[src/rtl/ama_pkg.sv]
// Shared types, default sizes and the approximate/exact add rule.
// Latency: n/a (package).
// Backpressure: n/a (package).
//
// ama_appr_add() works on 64-bit containers.
// Callers zero-extend operands of any WIDTH up to 63 bits.
// The result {cout, sum} is returned in the low width+1 bits.
package ama_pkg;

  localparam int AMA_WIDTH     = 32;
  localparam int AMA_APPR_BITS = 8;
  localparam int AMA_NREQ      = 4;
  localparam int AMA_IDW       = $clog2(AMA_NREQ);
  localparam int AMA_MAXW      = 64;

  typedef struct packed {
    logic [AMA_WIDTH-1:0] sum;
    logic                 cout;
    logic [AMA_IDW-1:0]   id;
    logic                 appr;
  } ama_rsp_t;

  // Exact:  {cout,sum} = a + b + cin.
  // Approx: low appr_bits are a|b.
  //         The carry into the upper part is the AND of the top low-part bits.
  //         cin is ignored in this mode.
  function automatic logic [AMA_MAXW:0] ama_appr_add(
    input logic [AMA_MAXW-1:0] a,
    input logic [AMA_MAXW-1:0] b,
    input logic                cin,
    input logic                appr,
    input int unsigned         width     = AMA_WIDTH,
    input int unsigned         appr_bits = AMA_APPR_BITS
  );
    logic [AMA_MAXW:0] wmask, lmask, a_m, b_m, low, hi, cbit;
    wmask = ({{AMA_MAXW{1'b0}}, 1'b1} << width) - 1'b1;
    a_m   = {1'b0, a} & wmask;
    b_m   = {1'b0, b} & wmask;
    if (!appr) begin
      ama_appr_add = a_m + b_m + {{AMA_MAXW{1'b0}}, cin};
    end else begin
      lmask = ({{AMA_MAXW{1'b0}}, 1'b1} << appr_bits) - 1'b1;
      low   = (a_m | b_m) & lmask;
      cbit  = ((a_m & b_m) >> (appr_bits - 1)) & {{AMA_MAXW{1'b0}}, 1'b1};
      hi    = (a_m >> appr_bits) + (b_m >> appr_bits) + cbit;
      ama_appr_add = (hi << appr_bits) | low;
    end
  endfunction

endpackage

[src/rtl/ama_add_arbiter_rr_arbiter.sv]
// Round-robin grant: search from rr_ptr upward with wrap, one-hot grant.
// Latency: grant is combinational; the pointer moves on the clock after a grant.
// Backpressure: en=0 suppresses every grant and freezes the pointer.
//
// Ports:
//   clk, rst_n - clock and async active-low reset
//   en         - slot available this cycle
//   req        - request vector
//   gnt        - one-hot grant (zero when nothing is granted)
//   gnt_id     - index of the granted requester
module rr_arbiter #(
  parameter int NREQ = 4,
  parameter int IDW  = $clog2(NREQ)
) (
  input  logic            clk,
  input  logic            rst_n,
  input  logic            en,
  input  logic [NREQ-1:0] req,
  output logic [NREQ-1:0] gnt,
  output logic [IDW-1:0]  gnt_id
);

  logic [IDW-1:0] rr_ptr;
  logic           found;
  int             idx;

  always_comb begin
    found  = 1'b0;
    gnt_id = '0;
    idx    = 0;
    if (en) begin
      for (int k = 0; k < NREQ; k++) begin
        idx = int'(rr_ptr) + k;
        if (idx >= NREQ) idx = idx - NREQ;
        if (!found && req[idx]) begin
          found  = 1'b1;
          gnt_id = IDW'(idx);
        end
      end
    end
    gnt = found ? (NREQ'(1) << gnt_id) : '0;
  end

  always_ff @(posedge clk or negedge rst_n) begin
    if (!rst_n) begin
      rr_ptr <= '0;
    end else if (found) begin
      rr_ptr <= (gnt_id == IDW'(NREQ - 1)) ? '0 : gnt_id + 1'b1;
    end
  end

endmodule

[src/rtl/ama_add_arbiter.sv]
// Shares one approximate/exact adder between NREQ requesters.
// Requesters are served round-robin.
// Latency: 1 cycle from accept to registered response.
// Backpressure: rsp_valid & !rsp_ready holds the response and drops every req_ready.
//   Drain and accept may happen in the same cycle.
//
// Ports:
//   req_valid/req_ready        - per-requester handshake; req_ready is one-hot or zero
//   req_a/req_b                - operands, requester i at [i*WIDTH +: WIDTH]
//   req_cin/req_appr           - carry-in and mode (1 = approximate low APPR_BITS)
//   rsp_valid/rsp_ready        - single response handshake
//   rsp_sum/rsp_cout/rsp_id/rsp_appr - registered result
//
// Optional macro AMA_ERRSTAT_EN adds three ports:
//   stat_clr - input, clears both statistics
//   appr_cnt - saturating count of approximate operations
//   err_max  - worst |exact - approx| seen
//
// WIDTH may be at most 63.
module ama_add_arbiter
  import ama_pkg::*;
#(
  parameter int NREQ      = 4,
  parameter int WIDTH     = AMA_WIDTH,
  parameter int APPR_BITS = AMA_APPR_BITS,
  parameter int IDW       = $clog2(NREQ)
) (
  input  logic                  clk,
  input  logic                  rst_n,
  input  logic [NREQ-1:0]       req_valid,
  output logic [NREQ-1:0]       req_ready,
  input  logic [NREQ*WIDTH-1:0] req_a,
  input  logic [NREQ*WIDTH-1:0] req_b,
  input  logic [NREQ-1:0]       req_cin,
  input  logic [NREQ-1:0]       req_appr,
  output logic                  rsp_valid,
  input  logic                  rsp_ready,
  output logic [WIDTH-1:0]      rsp_sum,
  output logic                  rsp_cout,
  output logic [IDW-1:0]        rsp_id,
  output logic                  rsp_appr
`ifdef AMA_ERRSTAT_EN
  ,
  input  logic                  stat_clr,
  output logic [31:0]           appr_cnt,
  output logic [WIDTH:0]        err_max
`endif
);

  typedef struct packed {
    logic [WIDTH-1:0] sum;
    logic             cout;
    logic [IDW-1:0]   id;
    logic             appr;
  } rsp_t;

  logic            slot_free;
  logic            xfer;
  logic [NREQ-1:0] gnt;
  logic [IDW-1:0]  gnt_id;
  logic [WIDTH-1:0] a_sel, b_sel;
  logic            cin_sel, appr_sel;
  logic [WIDTH:0]  res;
  rsp_t            rsp_d, rsp_q;

  assign slot_free = !rsp_valid || rsp_ready;

  rr_arbiter #(.NREQ(NREQ), .IDW(IDW)) u_arb (
    .clk    (clk),
    .rst_n  (rst_n),
    .en     (slot_free),
    .req    (req_valid),
    .gnt    (gnt),
    .gnt_id (gnt_id)
  );

  // The grant only goes to a valid requester, so any grant is a transfer.
  assign req_ready = rst_n ? gnt : '0;
  assign xfer      = |req_ready;

  always_comb begin
    a_sel    = req_a[gnt_id*WIDTH +: WIDTH];
    b_sel    = req_b[gnt_id*WIDTH +: WIDTH];
    cin_sel  = req_cin[gnt_id];
    appr_sel = req_appr[gnt_id];
    res = (WIDTH+1)'(ama_appr_add(AMA_MAXW'(a_sel), AMA_MAXW'(b_sel), cin_sel,
                                  appr_sel, WIDTH, APPR_BITS));
    rsp_d.sum  = res[WIDTH-1:0];
    rsp_d.cout = res[WIDTH];
    rsp_d.id   = gnt_id;
    rsp_d.appr = appr_sel;
  end

  // The old result leaves and the new one lands on the same edge, so there is no bubble.
  always_ff @(posedge clk or negedge rst_n) begin
    if (!rst_n) begin
      rsp_valid <= 1'b0;
      rsp_q     <= '0;
    end else if (slot_free) begin
      rsp_valid <= xfer;
      if (xfer) rsp_q <= rsp_d;
    end
  end

  assign rsp_sum  = rsp_q.sum;
  assign rsp_cout = rsp_q.cout;
  assign rsp_id   = rsp_q.id;
  assign rsp_appr = rsp_q.appr;

`ifdef AMA_ERRSTAT_EN
  logic [WIDTH:0] exact_res, err_abs;

  always_comb begin
    exact_res = (WIDTH+1)'(ama_appr_add(AMA_MAXW'(a_sel), AMA_MAXW'(b_sel), cin_sel,
                                        1'b0, WIDTH, APPR_BITS));
    err_abs   = (exact_res > res) ? exact_res - res : res - exact_res;
  end

  always_ff @(posedge clk or negedge rst_n) begin
    if (!rst_n) begin
      appr_cnt <= '0;
      err_max  <= '0;
    end else if (stat_clr) begin
      appr_cnt <= '0;
      err_max  <= '0;
    end else if (xfer && appr_sel) begin
      if (appr_cnt != '1) appr_cnt <= appr_cnt + 32'd1;
      if (err_abs > err_max) err_max <= err_abs;
    end
  end
`endif

endmodule

[config.mk]
export PLATFORM = sky130hd
export DESIGN_NAME = ama_add_arbiter
export DESIGN_NICKNAME = d
export VERILOG_FILES = /design/src/rtl/ama_pkg.sv /design/src/rtl/ama_add_arbiter_rr_arbiter.sv /design/src/rtl/ama_add_arbiter.sv
export SDC_FILE = /design/constraint.sdc
export NUM_CORES = 1
export LEC_CHECK = 0
export ABC_AREA = 1
export CAP_MARGIN = 25
export CORE_ASPECT_RATIO = 0.5
export CORE_UTILIZATION = 32
export DETAILED_ROUTE_END_ITERATION = 7
export PLACE_DENSITY = 0.71
export SLEW_MARGIN = 30
export SYNTH_ARGS = -nofsm -noshare
export SYNTH_HDL_FRONTEND = slang
export SYNTH_HIERARCHICAL = 1
export SYNTH_SLANG_ARGS = --single-unit
[constraint.sdc]
create_clock -name clk -period 4.43 [get_ports clk]
set_clock_uncertainty 0.05 [all_clocks]
set_input_delay 0.443 -clock clk [delete_from_list [all_inputs] [get_ports clk]]
set_output_delay 0.443 -clock clk [all_outputs]
set_load 0.02 [all_outputs]
==> results.toml <==
[status]
outcome = "completed"

[grt]
grt_pass1_wl_mm = 42.3
grt_max_degree = 81
overflow = 0
grt_pass1_vias = 8464
antenna_found_initial = 0
grt_use_total = 0.257

[yosys]
synth_nets = 1422
synth_seq_cells = 39
avgSynthCellArea_sq_um = 5.69
synthMostInstantiatedCell = "nand2_1"
ys_types = 42
postSynth.asyncResetShare = 1.00
synth_area_leaders = "nand2_1, dfrtp_1, nor2_1"
synthTopCellsByCount = "nand2_1, nor2_1, o21ai_0"
synthCells = 1104
synth-main-ff-cell = "dfrtp_1"
synth_edf_count = 0
yosysSeqAreaShare = 0.155
synth_top_area_cell = "nand2_1"
yosysWarnings = 6
syn_area_sq_um = 6280
synth_top_area_share = 0.185

[floorplanning]
ioPinCount = 312
fp.dieH_um = 101
dieArea_sq_um = 20200
die_w_um = 200
initial_utilization = 0.334
row_count = 35
coreArea_sq_um = 18800

[finish]
layout-drive-gt1-share = 0.0864
instances_no_fill = 1694
diodes = 0
layout.nets = 1753
area_growth_pct = 63.2

[placement]
place_inst = 1684
post-dp-hpwl_mm = 21.4
numPortBuffers = 311
gp_congestion = 0.930

[clocking]
cts.sinks = 39
clockBufferDepth = 2
cts_buffers = 5
clk-insertion-delay-late_ps = 280
tritoncts = "done"
cts-root-buf = "clkbuf_16"
cts.clk_slew.worst_paths_ps = 50
cts.htree.levels = 2

[setup_path]
crit_arrival_ps = 4200
crit_cells = 26
cp_top_family = "buffers and inverters"
reg2reg_from = "u_arb/rr_ptr[0]"
worstReg2RegEnd = "rsp_sum[25]"
timing.critical_path.required_ps = 4540
start_kind = "input pin"
crit_start = "req_valid[2]"
end_kind = "register"
cp_common_cell = "nand2_1"
endpoint = "rsp_sum[14]"
worstPathMaxFanout = 24
critical_path_class = "input pin to register"
r2r_cells = 23
ff2ff_setup_slack_ps = 390
worst-path-buf-inv = 9
slowest_delay_ps = 490
worst_path_max_delay_cell = "clkdlybuf4s50_1"

[sta]
whs_ps = 429
timing.fmax_mhz = 245
relSlewSlack = 0.685
finalHoldViolations = 0
finalCriticalPeriod_ps = 4090
worst_pin_slew_ps = 471
setup_violations = 0
fin_crit_sh = 0.923
drv_slew = 0

[drt]
drc = 0
via_per_inst = 5.05
ant_nets = 0
wl_per_cell_um = 15.3
wl_mm = 26.0
dr.pass1.iters = 5
dr_total_vias = 8547
drt_iter0_markers = 532

[min_path]
hold_path_startpoint = "rsp_sum[15]"
hold_class = "register to register"

[flow_run]
maxCapViolCount = 0
[registers in the layout, summed over array words and instances (netlist names)]
name and count:
rsp_appr 1, rsp_sum 32, rsp_cout 1, rsp_valid 1
rsp_id 2, u_arb/rr_ptr 2
[cell usage in the layout, fill, tap and decap left out, types with 8 or more instances in the layout]
cell type and instances:
a21oi_1 53, a32oi_1 13, buf_4 56, clkdlybuf4s50_1 310, dfrtp_1 38, ha_1 43, inv_1 99, inv_2 10
nand2_1 309, nand2_2 9, nand3_1 53, nand3b_1 11, nor2_1 159, nor2_2 8, o21ai_0 115, o21ai_1 9
o22ai_1 47, xor2_1 8
[how the worst min path moves through the flow]
stage,endpoint,cells after the start
after floorplan,rsp_appr,0
after global placement,rsp_valid,1
after detailed placement,rsp_valid,1
after CTS,rsp_sum[15],2
after global routing,rsp_sum[15],2
final,rsp_sum[15],2
[cells by family (layout without fill, tap and decap cells)]
logic type | after synthesis | count (layout) | synth area share
xor gates and xnor gates | 10 | 10 | 0.0139
and+or+nand+nor | 581 | 581 | 0.391
buffers and inverters | 166 | 497 | 0.106
AOI/OAI and AO/OA | 261 | 261 | 0.236
DFF | 39 | 39 | 0.155
adders and majority gates | 47 | 47 | 0.0984
[metrics by stage]
stage                     instance area [sq um]   util  setup TNS [ps]  setup slack (ps)
after floorplan                            6280      -               0               630
after global placement                    10000  0.533               0              83.5
after detailed placement                  10000  0.533            -103             -40.8
after CTS                                 10200  0.541               0               233
after global routing                      10300  0.546          -0.266            -0.266
final                                     10300  0.546               0               340
[routing by layer]
layer	share of wire	global-route usage	up-vias
li1	-	-	4302
met1	0.46	0.336	3909
met2	0.46	0.442	302
met3	0.067	0.0501	34
met4	0.013	0.0503	0
met5	0	0	-
[cell type report]
cell class,instances,area [sq um]
Timing Repair Buffer,378,3700
Tap cell,259,324
Clock buffer,6,139
Inverter,112,430
Sequential cell,39,977
Fill cell,1838,8530
Multi-Input combinational cell,899,4680
Clock inverter,1,5.00
[worst register-to-register path: cells and delay by family (launching register included)]
| family | cells | cell delay, ps |
|---|---|---|
| flops | 1 | 450 |
| compound gates | 5 | 1010 |
| buf+inv | 4 | 860 |
| simple gates | 13 | 1220 |
| fa+ha+maj | 1 | 330 |
[repair_timing]
item	in CTS	in global routing
endpoints found under the hold margin	7	0
setup buffers	0	2
setup endpoints to repair	0	24
hold buffers	1	0
gates resized for setup	0	16
Power is not shown: default switching activity piles up to over one toggle a cycle in this logic, so the estimate is an artifact.
